## config.mk

```make
export PLATFORM = sky130hd
export DESIGN_NAME = usb_system_sysid_timeout_ctr
export DESIGN_NICKNAME = d
export VERILOG_FILES = /design/src/rtl/usb_system_sysid_timeout_ctr.sv
export SDC_FILE = /design/constraint.sdc
export NUM_CORES = 1
export LEC_CHECK = 0
export BUFFER_PORTS_ARGS = -buffer_cell sky130_fd_sc_hd__buf_2
export CORE_AREA = 2 2 39 41
export CTS_BUF_LIST = sky130_fd_sc_hd__clkbuf_16
export CTS_CLUSTER_DIAMETER = 100
export DETAILED_ROUTE_END_ITERATION = 10
export DIE_AREA = 0 0 41 43
export MAX_ROUTING_LAYER = met4
export PLACE_DENSITY_LB_ADDON = 0.3
export SYNTH_ARGS = -nofsm -noshare
export SYNTH_HDL_FRONTEND = slang
export SYNTH_SLANG_ARGS = --single-unit
export TNS_END_PERCENT = 100
```

## constraint.sdc

```tcl
create_clock -name clock -period 3.3 [get_ports clock]
set_clock_uncertainty 0.15 [all_clocks]
set_input_delay 0.495 -clock clock [delete_from_list [all_inputs] [get_ports clock]]
set_output_delay 0.495 -clock clock [all_outputs]
set_load 0.005 [all_outputs]
```

## src/rtl/usb_system_sysid_timeout_ctr.sv

```systemverilog
// Stall counter for one Avalon read: cleared by clr, advanced by en,
// expire_c flags the stalled cycle that reaches TIMEOUT_CYCLES.
module usb_system_sysid_timeout_ctr #(
    parameter int unsigned TIMEOUT_CYCLES = 256
) (
    input  logic clock,
    input  logic reset_n,
    input  logic clr,
    input  logic en,
    output logic expire_c
);

    localparam int unsigned CNT_W = $clog2(TIMEOUT_CYCLES + 1);

    logic [CNT_W-1:0] cnt_q;
    logic [CNT_W-1:0] cnt_d;

    // cnt_q stalled cycles have already elapsed, so this one is the last allowed.
    assign expire_c = en && (cnt_q == CNT_W'(TIMEOUT_CYCLES - 1));

    always_comb begin
        cnt_d = cnt_q;
        if (clr) begin
            cnt_d = '0;
        end else if (en && !expire_c) begin
            cnt_d = cnt_q + CNT_W'(1);
        end
    end

    always_ff @(posedge clock or negedge reset_n) begin
        if (!reset_n) begin
            cnt_q <= '0;
        end else begin
            cnt_q <= cnt_d;
        end
    end

endmodule

```

==> Word level (Yosys, flattened, before mapping) <==
Cells that the tools add are included.
{ "word_totals": {"input_bits": 4, "out_inout_bits": 1, "elab_cells": 9, "regBits": 9} }
{ "classes": {"muxes": 2, "eq_ne": 1, "n_reduce_logical": 4, "n_addsub": 1} }
{ "ops": {"columns": ["cell", "n"], "rows": [
  ["$mux 9", 2],
  ["$add 9x1->9 const B", 1],
  ["$eq 9x8->1 const B", 1],
  ["$logic_and 1x1->1", 2],
  ["$reduce_bool 2->1", 1],
  ["$logic_not 1->1", 1]
]} }

==> Longest topological paths before layout <==
{ "depth": {"ltp_word": 6, "depth_mapped": 7} }

==> Least setup slack after synthesis <==
OpenSTA, ideal clock, no wires.
{ "synth_timing": {"kind": "register -> register", "startpoint": "register cnt_q[0]", "endpoint": "register cnt_q[5]", "path_buffers": 0, "setup_slack_ns": 1.372, "synth_period_minus_slack_ns": 1.928, "stages_incl_launch_ff": 8, "t_arrival_ns": 1.700, "path_cell_list": "dfrtp_1 ha_1 nand3_1 nor2_1 ha_1 nand4b_1 or4_1 a21oi_1"} }
{ "synth_via": {"elab_chain_len": 5, "elab_cells_between_ends": 8, "cone_classes": "1 x add/sub; 1 x eq/ne; 2 x mux; 4 x reduce/logical"} }
{ "synth_rtl": {"columns": ["element", "line_no", "source"], "rows": [
  ["from (decl)", "15", "logic [CNT_W-1:0] cnt_q;"],
  ["from (signal assigned)", "34", "cnt_q <= cnt_d;"],
  ["branches (longest 5 deep; another with $add 9x1->9)", null, null]
]} }
Parallel ways; which one is timed is not known. The select of a mux whose other input is x is not followed.
A chain may end at the register's enable or synchronous reset.

==> Worst setup path after layout <==
{ "layout_timing": {"startpoint": "register cnt_q[0]", "endpoint": "output expire_c"} }
{ "layout_via": {"elab_chain_len": 2} }
{ "layout_rtl": {"columns": ["element", "line_no", "source"], "rows": [
  ["$eq 9x8->1", "19", "assign expire_c = en && (cnt_q == CNT_W'(TIMEOUT_CYCLES - 1));"],
  ["$logic_and 1x1->1", "19", null],
  ["to (decl)", "10", "output logic expire_c"]
]} }
No other way between the ends.

==> Flow_metrics.wiki <==
{| class="wikitable"
! Metric !! Value
|-
| Max-slew violation count || 0
|-
| Post-route total power || 344 uW
|-
| Count of TritonRoute iterations in the first routing pass || 4
|-
| Maximum fanout encountered on the critical timing path || 5
|-
| Width of the chip || around 40 um
|-
| Time the final worst path needs with I/O delays and setup || 2120 ps
|-
| Registers with the most flip-flops || cnt_q x9
|-
| RSZ-0062 raised after global routing || no
|-
| Slack of the worst reg-to-reg path || 1220 ps
|-
| CTS root buf || sky130_fd_sc_hd__clkbuf_16
|-
| Maxcap violations || 0
|-
| Number of flops mapped to enable cells by yosys || 0
|-
| Routed via count divided by cell count || 5.06
|-
| Main synth FF type || sky130_fd_sc_hd__dfrtp_1
|-
| Number of antenna violations at the first check in global routing || 0
|-
| Power per standard cell area || 577 nW/um^2
|-
| Filler-free cell count of the finished design || ~70
|-
| Register clock-pin slew on the reported worst setup and hold paths || 40 ps
|-
| Fin Setup TNS || 0 ps
|-
| Sequential-to-total area share from yosys stat || 47.7%
|-
| Number of flip-flops in the largest register || 9
|-
| Drc violations || 0
|-
| Number of placed cells counting well taps || 67
|-
| Overall track demand over capacity in global routing || 14.6%
|-
| Peak supply drop || 0.578 mV
|-
| H-tree depth || 1
|-
| Die ar. || between 1500 and 2000 sq um
|-
| Number of library cell types mapped by synthesis || 21
|-
| Fraction of power spent switching nets || 18.9%
|-
| Count of antenna-violating nets left after detailed routing || 0
|-
| Fin crit share || 64.2%
|-
| Top reg by flops || cnt_q
|-
| Residual overflow from global routing || 0
|-
| Hold Crit Start || clr
|-
| Avg Cell Area, Syn || between 9 and 10 sq um
|-
| Async SR Flop Fraction || 100%
|-
| Cell Int Power || 279 uW
|-
| Crit Reg-Reg Endpoint || cnt_q[7]$_DFFE_PN0P_
|-
| DR vias || 364
|-
| Part of the total power dissipated in the clock network || around 60%
|-
| Total number of nets in the final design || 63
|-
| Crit Path Category || reg -> out
|-
| Run status || finished clean
|-
| Share of final-layout standard cells stronger than drive strength 1 || 14.3%
|-
| Clock tree from TritonCTS || built
|-
| CP Capture Type || output port
|-
| Half-perimeter wire length after detailed placement || ~600 um
|-
| Routed length per instance || 11.8 um
|-
| Clock Path Buffers || 2
|-
| Wirelength, routed || 848 um
|-
| Number of top-level pins || 5
|-
| Reg2Reg Launch Point || cnt_q[0]$_DFFE_PN0P_
|-
| Worst Hold Path Cells || 2
|-
| Number of cells traversed by the worst register-to-register path || 7
|-
| Crit-path max cell delay || about 400 ps
|-
| Core Footprint || between 1000 and 1500 sq um
|-
| Site Rows || 14
|-
| P_leak || 0.259 nW
|-
| Gate count of the mapped netlist || 48
|-
| Via count of the first global-routing pass || roughly 360
|-
| # fillers || roughly 140
|-
| Cell family with the largest share of critical-path delay || adder cells
|-
| Wire length of the first global-routing pass || roughly 1500 um
|-
| Initial drt markers || 1
|-
| Crit path cell chain || ha_1 -> nand3_1 -> nor2_1 -> ha_1 -> and2_1 -> buf_2
|-
| Crit path launch || cnt_q[0]$_DFFE_PN0P_
|-
| Final hold violation count || 0
|-
| Last weighted congestion value of the routability-driven placer || 0.656
|-
| Highest clock frequency the design can meet || 0.472 GHz
|-
| Share of power burned in combinational logic || 5.0%
|-
| Class of the tightest hold or removal check || in -> reg
|-
| P&R area growth vs syn || 26.5%
|-
| Initial standard-cell utilization of the core || 34.1%
|-
| Worst-case hold slack || 395 ps
|-
| CP Buf/Inv Count || 1
|-
| Setup violation total in the final timing report || 0
|-
| Count of clock tree sinks || 9
|-
| Type of element launching the critical path || flip-flop
|-
| CTS buffer count || 3
|-
| Cell type with the highest occurrence count on the critical path || sky130_fd_sc_hd__ha_1
|-
| Worst Tran Pin Value || 334 ps
|-
| Floorplan die height || 43 um
|-
| Commonest cells after routing, fill and taps aside || sky130_fd_sc_hd__dfrtp_1 (9), sky130_fd_sc_hd__nor2_1 (5), sky130_fd_sc_hd__a21oi_1 (5)
|-
| Syn Nets || 54
|-
| IO Port Bufs || 4
|-
| Switch Pwr || 65.2 uW
|-
| Cell area after technology mapping || 472 sq um
|-
| Source-to-sink clock delay at the later pin of the worst-skew pair || 240 ps
|-
| Worst-case headroom to the max-slew limit || between 70 and 80%
|-
| Critical path arrival || approximately 1500 ps
|-
| Antenna cell count || 0
|-
| Required time at the worst-slack endpoint || 2650 ps
|-
| Post-cts resize count || 0
|-
| End point of the most critical hold path || cnt_q[6]$_DFFE_PN0P_
|-
| Pin count of the biggest net entering global routing || 10
|-
| Commonest non-fill, non-tap cell in the layout || sky130_fd_sc_hd__dfrtp_1
|-
| Util after Layout || 43.1%
|-
| Critical path's slowest cell || sky130_fd_sc_hd__dfrtp_1
|-
| Sequential Power Share || between 30% and 40%
|-
| Ys Warns || 0
|-
| Flip-flop and latch count after synthesis || 9
|}
[cell usage after synthesis (2+ instances only)]
cell                       number  area share, %
sky130_fd_sc_hd__nor2_1         5            4.0
sky130_fd_sc_hd__ha_1           2            5.3
sky130_fd_sc_hd__a21oi_1        5            5.3
sky130_fd_sc_hd__dfrtp_1        9             48
sky130_fd_sc_hd__o21ai_0        3            3.2
sky130_fd_sc_hd__or3_1          3            4.0
sky130_fd_sc_hd__nand4b_1       2            3.7
sky130_fd_sc_hd__or4_1          2            3.2
sky130_fd_sc_hd__nand3_1        2            2.1
sky130_fd_sc_hd__inv_1          3            2.4
sky130_fd_sc_hd__o31ai_1        2            3.2
[per-layer routing]
metal  up-vias  wire [um]  global-route usage (%)
met4         0         45                    14.0
met2         8        352                    16.9
li1        189          -                       -
met3         4         49                    7.85
met1       163        400                    16.8
met5         -          0                       -
[repair_timing]
item / CTS / global route
buffers inserted: 0 / 0
hold endpoints to repair: 9 / 0
hold buffers: 1 / 0
[worst max-delay path by stage]
| stage | cells after the start | slack (ps) | endpoint |
|---|---|---|---|
| 2_1_floorplan | 7 | 1370 | cnt_q[5]$_DFFE_PN0P_ |
| 3_3_place_gp | 7 | 1240 | cnt_q[7]$_DFFE_PN0P_ |
| 3_5_place_dp | 7 | 1240 | cnt_q[7]$_DFFE_PN0P_ |
| 4_1_cts | 6 | 1180 | expire_c |
| 5_1_grt | 7 | 1070 | cnt_q[5]$_DFFE_PN0P_ |
| 6_report | 6 | 1180 | expire_c |
[power by group through the flow]
stage          clock (mW)  combinational, mW  sequential [mW]
2_1_floorplan           0             0.0104            0.118
3_3_place_gp            0             0.0166            0.119
3_5_place_dp            0             0.0167            0.118
4_1_cts             0.216             0.0177            0.117
5_1_grt             0.221             0.0203            0.117
6_report            0.210             0.0173            0.117
[cell families (layout without fill, tap and decap cells)]
family | count (synthesis) | in the layout | share of synthesized area [%]
buf+inv | 4 | 12 | 3.18
flops | 9 | 9 | 47.7
mux | 1 | 1 | 2.12
xor+xnor | 2 | 2 | 3.71
fa+ha+maj | 2 | 2 | 5.30
simple gates | 19 | 19 | 24.7
compound gates | 11 | 11 | 13.3
[area by class of cell]
class	count	area [sq um]	area share, %
Timing Repair Buffer	5	30.0	5.03
Tap cell	16	20.0	3.35
Multi-Input combinational cell	35	231	38.8
Clock buffer	3	75.1	12.6
Sequential cell	9	225	37.7
Inverter	3	11.3	1.89
Clock inverter	1	3.75	0.629
[through the flow]
stage | area (sq um) | worst slack, ps
final | 597 | 1180
after global routing | 597 | 1070
after CTS | 597 | 1180
after detailed placement | 508 | 1240
after global placement | 508 | 1240
after floorplan | 472 | 1370
No activity file was read; power rests on OpenSTA's default activity.
